[src/rtl/arcade_input_pkg.sv]
// Shared constants for the arcade input front end: scan codes, joystick bit
// layout, autofire rate encoding and the PS/2 key map.
package input_pkg;

   // PS/2 set-2 scan codes, player 0 (arrows need the E0 prefix)
   localparam logic [7:0] SC_P0_UP      = 8'h75;
   localparam logic [7:0] SC_P0_DOWN    = 8'h72;
   localparam logic [7:0] SC_P0_LEFT    = 8'h6B;
   localparam logic [7:0] SC_P0_RIGHT   = 8'h74;
   localparam logic [7:0] SC_P0_BTN0    = 8'h14;
   localparam logic [7:0] SC_P0_BTN1    = 8'h11;
   localparam logic [7:0] SC_P0_BTN2    = 8'h29;
   localparam logic [7:0] SC_P0_START   = 8'h16;
   localparam logic [7:0] SC_P0_COIN    = 8'h2E;
   localparam logic [7:0] SC_P0_PAUSE   = 8'h4D;
   localparam logic [7:0] SC_P0_SERVICE = 8'h46;

   // PS/2 set-2 scan codes, player 1 (no pause key)
   localparam logic [7:0] SC_P1_UP      = 8'h2D;
   localparam logic [7:0] SC_P1_DOWN    = 8'h2B;
   localparam logic [7:0] SC_P1_LEFT    = 8'h23;
   localparam logic [7:0] SC_P1_RIGHT   = 8'h34;
   localparam logic [7:0] SC_P1_BTN0    = 8'h1C;
   localparam logic [7:0] SC_P1_BTN1    = 8'h1B;
   localparam logic [7:0] SC_P1_BTN2    = 8'h15;
   localparam logic [7:0] SC_P1_START   = 8'h1E;
   localparam logic [7:0] SC_P1_COIN    = 8'h36;
   localparam logic [7:0] SC_P1_SERVICE = 8'h45;

   // Fixed joystick bit positions within a player's 32-bit word
   localparam int unsigned JOY_RIGHT = 0;
   localparam int unsigned JOY_LEFT  = 1;
   localparam int unsigned JOY_DOWN  = 2;
   localparam int unsigned JOY_UP    = 3;
   localparam int unsigned JOY_BTN0  = 4;

   // Button-count dependent joystick bit positions
   function automatic int unsigned joy_start(input int unsigned buttons);
      return JOY_BTN0 + buttons;
   endfunction

   function automatic int unsigned joy_coin(input int unsigned buttons);
      return JOY_BTN0 + buttons + 1;
   endfunction

   function automatic int unsigned joy_pause(input int unsigned buttons);
      return JOY_BTN0 + buttons + 2;
   endfunction

   function automatic int unsigned joy_service(input int unsigned buttons);
      return JOY_BTN0 + buttons + 3;
   endfunction

   // Number of meaningful low bits in each joystick word
   function automatic int unsigned joy_width(input int unsigned buttons);
      return JOY_BTN0 + buttons + 4;
   endfunction

   // Autofire half-period in prescaler ticks: 2^rate
   typedef enum logic [1:0] {
      AF_HALF_1T = 2'd0,
      AF_HALF_2T = 2'd1,
      AF_HALF_4T = 2'd2,
      AF_HALF_8T = 2'd3
   } af_rate_e;

   // Result of looking up one scan code
   typedef struct packed {
      logic       hit;
      logic [1:0] player;
      logic [3:0] ctrl;
   } key_hit_t;

   // Scan code to (player, joystick bit); buttons beyond the count are misses
   function automatic key_hit_t map_key(input logic [7:0] code, input logic ext,
                                        input int unsigned buttons);
      key_hit_t    m;
      logic        is_btn;
      int unsigned btn;
      m      = '{hit: 1'b1, player: 2'd0, ctrl: 4'd0};
      is_btn = 1'b0;
      btn    = 0;
      case (code)
         SC_P0_UP:      begin m.hit = ext; m.ctrl = 4'(JOY_UP);    end
         SC_P0_DOWN:    begin m.hit = ext; m.ctrl = 4'(JOY_DOWN);  end
         SC_P0_LEFT:    begin m.hit = ext; m.ctrl = 4'(JOY_LEFT);  end
         SC_P0_RIGHT:   begin m.hit = ext; m.ctrl = 4'(JOY_RIGHT); end
         SC_P0_BTN0:    begin is_btn = 1'b1; btn = 0; end
         SC_P0_BTN1:    begin is_btn = 1'b1; btn = 1; end
         SC_P0_BTN2:    begin is_btn = 1'b1; btn = 2; end
         SC_P0_START:   m.ctrl = 4'(joy_start(buttons));
         SC_P0_COIN:    m.ctrl = 4'(joy_coin(buttons));
         SC_P0_PAUSE:   m.ctrl = 4'(joy_pause(buttons));
         SC_P0_SERVICE: m.ctrl = 4'(joy_service(buttons));
         SC_P1_UP:      begin m.player = 2'd1; m.ctrl = 4'(JOY_UP);    end
         SC_P1_DOWN:    begin m.player = 2'd1; m.ctrl = 4'(JOY_DOWN);  end
         SC_P1_LEFT:    begin m.player = 2'd1; m.ctrl = 4'(JOY_LEFT);  end
         SC_P1_RIGHT:   begin m.player = 2'd1; m.ctrl = 4'(JOY_RIGHT); end
         SC_P1_BTN0:    begin m.player = 2'd1; is_btn = 1'b1; btn = 0; end
         SC_P1_BTN1:    begin m.player = 2'd1; is_btn = 1'b1; btn = 1; end
         SC_P1_BTN2:    begin m.player = 2'd1; is_btn = 1'b1; btn = 2; end
         SC_P1_START:   begin m.player = 2'd1; m.ctrl = 4'(joy_start(buttons));   end
         SC_P1_COIN:    begin m.player = 2'd1; m.ctrl = 4'(joy_coin(buttons));    end
         SC_P1_SERVICE: begin m.player = 2'd1; m.ctrl = 4'(joy_service(buttons)); end
         default:       m.hit = 1'b0;
      endcase
      if (is_btn) begin
         m.ctrl = 4'(JOY_BTN0 + btn);
         if (btn >= buttons) m.hit = 1'b0;
      end
      return m;
   endfunction

endpackage

[src/rtl/arcade_input_if.sv]
// Player-input bundle between hps_io (master) and the input front end (slave).
interface arcade_input_if #(
   parameter int unsigned PLAYERS = 2,
   parameter int unsigned BUTTONS = 3
);
   logic [10:0]                 ps2_key;
   logic [32*PLAYERS-1:0]       joystick;
   logic [PLAYERS*BUTTONS-1:0]  autofire_en;
   logic [1:0]                  autofire_rate;
   logic [PLAYERS-1:0]          up;
   logic [PLAYERS-1:0]          down;
   logic [PLAYERS-1:0]          left;
   logic [PLAYERS-1:0]          right;
   logic [PLAYERS*BUTTONS-1:0]  buttons;
   logic [PLAYERS-1:0]          start;
   logic [PLAYERS-1:0]          coin;
   logic [PLAYERS-1:0]          pause;
   logic [PLAYERS-1:0]          service;

   modport master (
      output ps2_key, joystick, autofire_en, autofire_rate,
      input  up, down, left, right, buttons, start, coin, pause, service
   );

   modport slave (
      input  ps2_key, joystick, autofire_en, autofire_rate,
      output up, down, left, right, buttons, start, coin, pause, service
   );
endinterface

[src/rtl/arcade_input_autofire_ch.sv]
// One autofire channel: phase counter restarted on each press, gated output.
module autofire_ch
   import input_pkg::*;
(
   input  logic     clk_i,
   input  logic     rst_ni,
   input  logic     raw_i,
   input  logic     en_i,
   input  logic     tick_i,
   input  af_rate_e rate_i,
   output logic     fire_o
);

   logic [3:0] cnt_q, cnt_d;
   logic [3:0] phase_c;
   logic       raw_q;
   logic       fire_q, fire_d;
   logic       rise_c;

   assign rise_c = raw_i & ~raw_q;

   // Phase counter next state; a fresh press always starts in the high half
   always_comb begin
      cnt_d = cnt_q;
      if (rise_c)
         cnt_d = '0;
      else if (tick_i && raw_i)
         cnt_d = cnt_q + 4'd1;
      phase_c = rise_c ? 4'd0 : cnt_q;
      fire_d  = raw_i & (~en_i | ~phase_c[rate_i]);
   end

   // Channel state and registered output
   always_ff @(posedge clk_i or negedge rst_ni) begin
      if (!rst_ni) begin
         cnt_q  <= '0;
         raw_q  <= 1'b0;
         fire_q <= 1'b0;
      end else begin
         cnt_q  <= cnt_d;
         raw_q  <= raw_i;
         fire_q <= fire_d;
      end
   end

   assign fire_o = fire_q;

endmodule

[src/rtl/arcade_input.sv]
// Player-input front end: PS/2 key state merged with HPS joysticks, per-button
// autofire and a minimum-width coin pulse, all outputs registered.
module arcade_input
   import input_pkg::*;
#(
   parameter int unsigned PLAYERS      = 2,
   parameter int unsigned BUTTONS      = 3,
   parameter int unsigned COIN_CYCLES  = 1_000_000,
   parameter int unsigned AUTOFIRE_DIV = 400_000
) (
   input  logic           clk_sys,
   input  logic           rst_sys_n,
   arcade_input_if.slave  bus
);

   localparam int unsigned CW          = joy_width(BUTTONS);
   localparam int unsigned COIN_BIT    = joy_coin(BUTTONS);
   localparam int unsigned START_BIT   = joy_start(BUTTONS);
   localparam int unsigned PAUSE_BIT   = joy_pause(BUTTONS);
   localparam int unsigned SERVICE_BIT = joy_service(BUTTONS);
   localparam int unsigned COIN_W      = $clog2(COIN_CYCLES);
   localparam int unsigned PRE_W       = $clog2(AUTOFIRE_DIV);
   localparam logic [COIN_W-1:0] COIN_LOAD = COIN_W'(COIN_CYCLES - 1);
   localparam logic [PRE_W-1:0]  PRE_LAST  = PRE_W'(AUTOFIRE_DIV - 1);

   logic             toggle_q;
   logic             primed_q;
   logic [PRE_W-1:0] pre_q, pre_d;
   logic             tick_c;
   logic             ev_c;
   key_hit_t         hit_c;
   logic [15:0]      ctrl_onehot_c;
   af_rate_e         rate_c;

   assign rate_c = af_rate_e'(bus.autofire_rate);

   // PS/2 event detect and key lookup shared by all players
   always_comb begin
      ev_c          = primed_q && (bus.ps2_key[10] != toggle_q);
      hit_c         = map_key(bus.ps2_key[7:0], bus.ps2_key[8], BUTTONS);
      ctrl_onehot_c = 16'd1 << hit_c.ctrl;
   end

   // Autofire prescaler: one-cycle tick at wrap
   always_comb begin
      tick_c = (pre_q == PRE_LAST);
      pre_d  = tick_c ? '0 : pre_q + PRE_W'(1);
   end

   // Toggle tracking, priming and prescaler state
   always_ff @(posedge clk_sys or negedge rst_sys_n) begin
      if (!rst_sys_n) begin
         toggle_q <= 1'b0;
         primed_q <= 1'b0;
         pre_q    <= '0;
      end else begin
         toggle_q <= bus.ps2_key[10];
         primed_q <= 1'b1;
         pre_q    <= pre_d;
      end
   end

   for (genvar p = 0; p < PLAYERS; p++) begin : g_player
      logic [CW-1:0]     key_q, key_d;
      logic [CW-1:0]     sel_c;
      logic [CW-1:0]     raw_c;
      logic [COIN_W-1:0] coin_cnt_q, coin_cnt_d;
      logic              coin_raw_q;
      logic              up_q, down_q, left_q, right_q;
      logic              start_q, coin_q, pause_q, service_q;
      logic              unused_joy_hi;

      assign unused_joy_hi = ^bus.joystick[32*p+CW +: 32-CW];
      assign raw_c         = key_q | bus.joystick[32*p +: CW];

      // Held-key state update for this player
      always_comb begin
         sel_c = '0;
         if (ev_c && hit_c.hit && (hit_c.player == 2'(p)))
            sel_c = ctrl_onehot_c[CW-1:0];
         key_d = (key_q & ~sel_c) | (sel_c & {CW{bus.ps2_key[9]}});
      end

      // Coin stretch counter: loads only from idle, so extra edges never extend
      always_comb begin
         coin_cnt_d = coin_cnt_q;
         if (raw_c[COIN_BIT] && !coin_raw_q && (coin_cnt_q == '0))
            coin_cnt_d = COIN_LOAD;
         else if (coin_cnt_q != '0)
            coin_cnt_d = coin_cnt_q - COIN_W'(1);
      end

      // Key registers, coin stretcher and registered pass-through outputs
      always_ff @(posedge clk_sys or negedge rst_sys_n) begin
         if (!rst_sys_n) begin
            key_q      <= '0;
            coin_cnt_q <= '0;
            coin_raw_q <= 1'b0;
            up_q       <= 1'b0;
            down_q     <= 1'b0;
            left_q     <= 1'b0;
            right_q    <= 1'b0;
            start_q    <= 1'b0;
            coin_q     <= 1'b0;
            pause_q    <= 1'b0;
            service_q  <= 1'b0;
         end else begin
            key_q      <= key_d;
            coin_cnt_q <= coin_cnt_d;
            coin_raw_q <= raw_c[COIN_BIT];
            up_q       <= raw_c[JOY_UP];
            down_q     <= raw_c[JOY_DOWN];
            left_q     <= raw_c[JOY_LEFT];
            right_q    <= raw_c[JOY_RIGHT];
            start_q    <= raw_c[START_BIT];
            coin_q     <= (coin_cnt_q != '0) | raw_c[COIN_BIT];
            pause_q    <= raw_c[PAUSE_BIT];
            service_q  <= raw_c[SERVICE_BIT];
         end
      end

      assign bus.up[p]      = up_q;
      assign bus.down[p]    = down_q;
      assign bus.left[p]    = left_q;
      assign bus.right[p]   = right_q;
      assign bus.start[p]   = start_q;
      assign bus.coin[p]    = coin_q;
      assign bus.pause[p]   = pause_q;
      assign bus.service[p] = service_q;

      for (genvar b = 0; b < BUTTONS; b++) begin : g_btn
         logic fire_w;

         autofire_ch u_af (
            .clk_i  (clk_sys),
            .rst_ni (rst_sys_n),
            .raw_i  (raw_c[JOY_BTN0+b]),
            .en_i   (bus.autofire_en[p*BUTTONS+b]),
            .tick_i (tick_c),
            .rate_i (rate_c),
            .fire_o (fire_w)
         );

         assign bus.buttons[p*BUTTONS+b] = fire_w;
      end
   end

endmodule
[src/flat_wrapper.sv]
// flat-port wrapper written by rule: the top's interface ports become plain ports
module arcade_input_flat import input_pkg::*;
#(
   parameter int unsigned PLAYERS      = 2,
   parameter int unsigned BUTTONS      = 3,
   parameter int unsigned COIN_CYCLES  = 1_000_000,
   parameter int unsigned AUTOFIRE_DIV = 400_000
)
  (clk_sys, rst_sys_n, bus_ps2_key, bus_joystick, bus_autofire_en, bus_autofire_rate, bus_up, bus_down, bus_left, bus_right, bus_buttons, bus_start, bus_coin, bus_pause, bus_service);
  arcade_input_if #(.PLAYERS(PLAYERS), .BUTTONS(BUTTONS)) bus_i ();
  input  logic clk_sys;
  input  logic rst_sys_n;
  input wire logic [$bits(bus_i.ps2_key)-1:0] bus_ps2_key;
  input wire logic [$bits(bus_i.joystick)-1:0] bus_joystick;
  input wire logic [$bits(bus_i.autofire_en)-1:0] bus_autofire_en;
  input wire logic [$bits(bus_i.autofire_rate)-1:0] bus_autofire_rate;
  output wire logic [$bits(bus_i.up)-1:0] bus_up;
  output wire logic [$bits(bus_i.down)-1:0] bus_down;
  output wire logic [$bits(bus_i.left)-1:0] bus_left;
  output wire logic [$bits(bus_i.right)-1:0] bus_right;
  output wire logic [$bits(bus_i.buttons)-1:0] bus_buttons;
  output wire logic [$bits(bus_i.start)-1:0] bus_start;
  output wire logic [$bits(bus_i.coin)-1:0] bus_coin;
  output wire logic [$bits(bus_i.pause)-1:0] bus_pause;
  output wire logic [$bits(bus_i.service)-1:0] bus_service;
  assign bus_i.ps2_key = bus_ps2_key;
  assign bus_i.joystick = bus_joystick;
  assign bus_i.autofire_en = bus_autofire_en;
  assign bus_i.autofire_rate = bus_autofire_rate;
  assign bus_up = bus_i.up;
  assign bus_down = bus_i.down;
  assign bus_left = bus_i.left;
  assign bus_right = bus_i.right;
  assign bus_buttons = bus_i.buttons;
  assign bus_start = bus_i.start;
  assign bus_coin = bus_i.coin;
  assign bus_pause = bus_i.pause;
  assign bus_service = bus_i.service;
  arcade_input #(.PLAYERS(PLAYERS), .BUTTONS(BUTTONS), .COIN_CYCLES(COIN_CYCLES), .AUTOFIRE_DIV(AUTOFIRE_DIV)) u_core (.clk_sys(clk_sys), .rst_sys_n(rst_sys_n), .bus(bus_i));
endmodule
[config.mk]
export PLATFORM = sky130hd
export DESIGN_NAME = arcade_input_flat
export DESIGN_NICKNAME = d
export VERILOG_FILES = /design/src/rtl/arcade_input_pkg.sv /design/src/rtl/arcade_input_if.sv /design/src/rtl/arcade_input_autofire_ch.sv /design/src/rtl/arcade_input.sv /design/src/flat_wrapper.sv
export SDC_FILE = /design/constraint.sdc
export NUM_CORES = 1
export LEC_CHECK = 0
export ABC_AREA = 1
export CORE_MARGIN = 3
export CORE_UTILIZATION = 40
export CTS_CLUSTER_DIAMETER = 120
export DETAILED_ROUTE_END_ITERATION = 8
export GPL_ROUTABILITY_DRIVEN = 0
export GPL_TIMING_DRIVEN = 0
export PLACE_DENSITY = 0.69
export SETUP_SLACK_MARGIN = 0.5
export SYNTH_ARGS = -nofsm -noshare
export SYNTH_HDL_FRONTEND = slang
export SYNTH_HIERARCHICAL = 1
export SYNTH_SLANG_ARGS = --single-unit
export TNS_END_PERCENT = 50
[constraint.sdc]
create_clock -name clk_sys -period 2.7 [get_ports clk_sys]
set_input_delay 0.27 -clock clk_sys [delete_from_list [all_inputs] [get_ports clk_sys]]
set_output_delay 0.27 -clock clk_sys [all_outputs]
set_load 0.005 [all_outputs]
==> results.yml, run 1 <==
synthesis:
  yosysMostFrequentCell: "nand2_1"
  yosysWarningCount: 6
  synth_compound_area_share_pct: 4.97
  synthTopCellsByCount: "nand2_1, dfrtp_1, nand3_1"
  synth_ff_type: "dfrtp_1"
  synth_nets: 1035
  synth_top_area_cell: "dfrtp_1"
  synthCells: 941
  yosysUniqueCellTypes: 39
  synth-edff-count: 0
  synthAdderAreaFrac_pct: 1.54
  netlist_top_cells_area: "dfrtp_1, nand2_1, nand3_1"
  ys_seq_area_share_pct: 46.8
  synthArstFlopShare_pct: 100
  synth.cell_area_um2: 7320
  yosys_register_bits: 137
  synth_top_family_by_area: "simple AND/OR/NAND/NOR gates"
  synth_top_area_share_pct: 46.8
  synthXorXnorAreaFrac_pct: 3.23
  syn_avg_cell_area_um2: 7.78
  synthMuxAreaShare_pct: 0
  yosys.area_share.simple_pct: 33.8
clocking:
  cts.sinks: 137
  clk_path_buf_depth: 2
  clkSlewWorstSetupHoldPaths_ns: 0.05
  clock_latency_ns: 0.41
  cts_buffers: 17
  cts_root_buf: "clkbuf_16"
  tritoncts: "built"
  h-tree-depth: 4
die:
  start_util_pct: 41.6
  boundaryPins: 107
  die_w_um: 141
  die_h_um: 141
  row_count: 48
  core_area_um2: 17600
  die_area_um2: 20000
job:
  cap_violations: 0
pwr:
  vdd_drop_max_uv: 453
  power.internal_mw: 3.58
  swShare_pct: 21.7
  combinationalPowerShare_pct: 6.7
  total_power_mw: 4.57
  power_density_nw_per_um2: 514
  p_leak_nw: 4.47
  p_seq_share_pct: 46.1
  p_switching_mw: 0.991
  pwr-share-clk_pct: 47.2
sta:
  relSlewSlack_pct: 47.4
  setup_slack_ns: 0.680
  tightest_slew_ns: 0.787
  finalMaxSlewViolations: 0
  finalSetupViolCount: 0
  rsz0062_at_grt: "false"
  setup_tns_ns: 0
  period_minus_slack_ns: 2.02
  period_share_pct: 74.8
  hold_viol_final: 0
  skew_ns: 0.00547
  fmax_ghz: 0.495
finish:
  antennaDiodeCount: 0
  nNetsFinal: 1120
  area_delta_synth_final_pct: 21.3
  nFillCells: 1664
  drive_gt1_share_pct: 13.9
worst_setup_path:
  r2r-end: "u_core/g_player[1].coin_cnt_q[5]"
  cp_common_cell: "nor2_1"
  r2r_start: "u_core/g_player[1].coin_cnt_q[3]"
  required_ns: 3.05
  endpoint: "u_core/g_player[1].coin_cnt_q[5]"
  crit_fanout: 5
  worst-path-buf-inv: 0
  critical-path-max-stage-delay_ns: 0.41
  startpoint: "u_core/g_player[1].coin_cnt_q[3]"
  arrival_ns: 2.37
  rr_worst_depth: 8
  path_depth: 8
  r2r_setup_slack_ns: 0.68
  worstSetupPathType: "flip-flop to flip-flop"
  crit_family: "simple AND/OR/NAND/NOR gates"
  cp_slowest_cell: "dfrtp_1"
  cp_cell_sequence: "nor2_1 -> nand3_1 -> nor2_1 -> nand4_1 -> nor2_1 -> nand2_1 -> nand3_1 -> o21a_1"
  critPathLaunchType: "flip-flop"
  crit_path_end_kind: "flip-flop"
global_route:
  grt_pass1_vias: 5819
  track_usage_pct: 16.3
  overflow: 0
  grt_max_degree: 77
  antenna_found_initial: 0
  grt_pass1_wl_mm: 26.5
placed_design:
  io_buffers: 64
  dp_slack_ns: 0.399
  dp_hpwl_mm: 11.3
detailed_routing:
  drt-total-wl_mm: 15.7
  num_vias: 6203
  wl_per_cell_um: 12.4
  first_iter_violations: 415
  first_pass_iters: 5
  drtAntennaViolNets: 0
  via_per_inst: 4.91
  drc: 0
status:
  status: "completed"
min_path:
  hp-class: "input pin to flip-flop"
  whs_path_depth: 1
## logic make-up after synthesis
group | count (synthesis)
and+or+nand+nor | 543
buffers and inverters | 160
DFF | 137
AOI/OAI and AO/OA | 64
xor gates and xnor gates | 27
adders and majority gates | 9
other | 1
## power groups by stage
stage | logic, mW | registers, mW | clock network (mW)
floorplan | 0.131 | 2.13 | 0
global placement | 0.302 | 2.14 | 0
detailed placement | 0.312 | 2.14 | 0
CTS | 0.314 | 2.10 | 2.22
global route | 0.343 | 2.11 | 2.31
finish | 0.308 | 2.10 | 2.16
## stage by stage
stage / instances / area (µm²) / hold WS, ns / util, %
CTS: 1264 / 8840 / 0.336 / 50.2
detailed placement: 1231 / 8270 / 0.296 / 47.0
finish: 1264 / 8880 / 0.352 / 50.5
global placement: 1230 / 8250 / 0.432 / 46.9
floorplan: 941 / 7320 / -0.0256 / -
global route: 1264 / 8880 / 0.353 / 50.5
## metal layers
layer  up-vias  wire length [µm]  track usage [%]
met5         -                 0                0
li1       3151                 -                -
met4         0               287             5.51
met3        30               734             3.94
met1      2855              7270             21.7
met2       167              7430             26.1
## cell usage in the layout, fill, tap and decap left out, types with 9 or more instances in the layout
cell / Yosys / routed
nand2_1: 232 / 231
xnor2_1: 9 / 9
nand2_2: 9 / 10
xor2_1: 18 / 18
nand4_1: 14 / 14
nor2_2: 13 / 16
buf_4: 22 / 22
a21oi_1: 25 / 25
nor3_1: 15 / 14
nor2_1: 95 / 91
clkdlybuf4s50_1: 0 / 63
o21ai_0: 17 / 17
nand3_1: 118 / 117
or2_2: 23 / 23
inv_2: 16 / 17
nor2_4: 8 / 9
dfrtp_1: 137 / 137
ha_1: 9 / 9
clkbuf_16: 0 / 17
inv_1: 107 / 105
## cell type report
cell class / count / area [µm²] / share of cell area, %
buffer: 31 / 218 / 2.45
inverter: 129 / 488 / 5.49
timing repair buffer: 66 / 679 / 7.65
multi-input combinational: 644 / 3230 / 36.4
clock inverter: 7 / 67.6 / 0.761
clock buffer: 25 / 485 / 5.47
sequential: 137 / 3430 / 38.6
tap: 225 / 282 / 3.17
## repair_timing
item | 4_1_cts | 5_1_grt
gates resized for setup | 0 | 14
endpoints found under the setup margin | 0 | 44
hold buffers | 1 | 0
hold endpoints to repair | 61 | 0
buffers inserted | 0 | 0
## worst min-delay path by stage
stage,startpoint,to,slack (ns)
floorplan,rst_sys_n,asynchronous set/reset pin,-0.03
global placement,flip-flop,flip-flop,0.43
detailed placement,rst_sys_n,u_core/g_player[0].pause_q,0.30
CTS,bus_ps2_key[10],u_core/toggle_q,0.34
global route,bus_ps2_key[10],u_core/toggle_q,0.35
finish,bus_ps2_key[10],u_core/toggle_q,0.35
(Power assumes the default switching activity.)
==> run 2: changes to the inputs <==
Settings changed: PLACE_DENSITY 0.69 to 0.71.
Clock period 2.7 ns to 1.8 ns, I/O delays scaled along.
==> results.yml, run 2 (synthesized netlist as in run 1, its figures left out) <==
status:
  status: "finished, violations left"
  violations: "setup timing"
worst_setup_path:
  cp_slowest_cell: "dfrtp_1"
  worstSetupPathType: "flip-flop to flip-flop"
  cp_cell_sequence: "ha_4 -> nand3_4 -> nor2_4 -> inv_4 -> nor2_4 -> nand4_1 -> nor2_2 -> nand3_2 -> nand2_1 -> nor3b_2"
  crit_fanout: 3
  critPathLaunchType: "flip-flop"
  cp_common_cell: "nor2_4"
  arrival_ns: 2.17
  crit_path_end_kind: "flip-flop"
  critical-path-max-stage-delay_ns: 0.41
  rr_worst_depth: 10
  required_ns: 2.14
finish:
  fin_util_pct: 61.5
  area_delta_synth_final_pct: 47.9
  final_common_cell: "nand2_1"
  antennaDiodeCount: 0
  design_area_um2: 10800
  drive_gt1_share_pct: 40.2
  nNetsFinal: 1204
  layout_common_cells: "nand2_1, dfrtp_1, inv_1"
detailed_routing:
  drtAntennaViolNets: 0
  drt-total-wl_mm: 20.2
  num_vias: 6933
  via_per_inst: 5.14
  first_pass_iters: 6
  wl_per_cell_um: 15.0
  first_iter_violations: 459
  drc: 0
clocking:
  h-tree-depth: 4
  tritoncts: "built"
  clkSlewWorstSetupHoldPaths_ns: 0.06
  cts.sinks: 137
  clock_latency_ns: 0.42
  cts_root_buf: "clkbuf_16"
  cts_buffers: 17
  clk_path_buf_depth: 2
die:
  die_area_um2: 20000
  die_w_um: 141
  core_area_um2: 17600
  row_count: 48
  die_h_um: 141
  boundaryPins: 107
  start_util_pct: 41.6
sta:
  setup_tns_ns: -0.0284
  skew_ns: 0.00562
  hold_viol_final: 0
  finalSetupViolCount: 1
  rsz0062_at_grt: "true"
  fin_hold_ws_ns: 0.258
  period_minus_slack_ns: 1.83
  tightest_slew_ns: 0.768
  fmax_ghz: 0.547
  relSlewSlack_pct: 48.7
  setup_slack_ns: -0.0284
  period_share_pct: 102
  finalMaxSlewViolations: 0
min_path:
  whs_path_depth: 1
  hp-class: "input pin to flip-flop"
placed_design:
  placed_cell_area_um2: 8500
  dp_hpwl_mm: 11.5
  io_buffers: 64
pwr:
  total_power_mw: 7.16
  power_density_nw_per_um2: 661
  p_leak_nw: 5.21
  vdd_drop_max_uv: 677
global_route:
  grt_pass1_vias: 6432
  overflow: 0
  grt_max_degree: 84
  grt_pass1_wl_mm: 30.2
  antenna_found_initial: 0
  track_usage_pct: 18.5
job:
  cap_violations: 0
==> run 2: cell types whose count changed in the layout (fill, tap and decap cells not counted), moves of 18 or more <==
cell	previous run	this run
buf_4	22	83
buf_6	3	32
inv_1	105	84
nand2_1	231	179
nand2_2	10	46
nand3_1	117	65
nand3_2	1	46
nor2_1	91	52
nor2_2	16	34
nor2_4	9	30
==> run 2: metal layers <==
layer	part of all wire, %	track usage, %
met1	42	24.4
met2	51	30.2
met3	4.4	4.04
met4	2.9	6.68
met5	0	0
==> run 2: worst paths after layout <==
kind	slack, ns	endpoint	from
min	0.26	u_core/toggle_q	bus_ps2_key[10]
max	-0.03	u_core/pre_q[18]	u_core/pre_q[1]
max in group asynchronous	0.71	u_core/g_player[0].coin_cnt_q[3]	rst_sys_n
max reg2reg	-0.03	u_core/pre_q[18]	u_core/pre_q[1]
min reg2reg	0.46	flip-flop	flip-flop
min in group asynchronous	0.28	u_core/g_player[1].service_q	rst_sys_n
==> run 2: final cells by class <==
class,count,area (µm²)
Buffer,31,240
Clock buffer,22,454
Clock inverter,10,125
Fill cell,1353,6770
Inverter,129,534
Multi-Input combinational cell,644,4330
Sequential cell,137,3440
Tap cell,225,282
Timing Repair Buffer,150,1430
==> run 2: stage by stage <==
| stage | setup WS [ns] | std cells |
|---|---|---|
| 2_1_floorplan | 0.0769 | 941 |
| 3_3_place_gp | -5.03 | 1230 |
| 3_5_place_dp | -0.431 | 1231 |
| 4_1_cts | 0.0708 | 1309 |
| 5_1_grt | -0.108 | 1348 |
| 6_report | -0.0284 | 1348 |
==> run 2: where the power goes <==
part | leakage (nW) | switching [mW] | internal (mW)
combinational | 3.20 | 0.281 | 0.249
sequential | 1.72 | 0.0272 | 3.13
clock | 0.291 | 1.27 | 2.19
==> run 2: what timing repair did <==
action,4_1_cts,5_1_grt
hold buffers,1,0
setup endpoints to repair,125,131
gates cloned,3,0
hold endpoints to repair,54,0
pin swaps,59,49
gates resized for setup,184,136
buffers inserted,42,39
==> run 2: critical path: cells and delay by family (launching register included) <==
family / cells / cell delay [ns]
simple gates: 8 / 1.08
flops: 1 / 0.41
fa+ha+maj: 1 / 0.18
buf+inv: 1 / 0.07
==> run 3: changes to the inputs <==
Settings changed: CTS_CLUSTER_SIZE set to 25.
==> results of run 3 <==
Same layout as run 2: the final DEF is identical, and so are final timing and power.
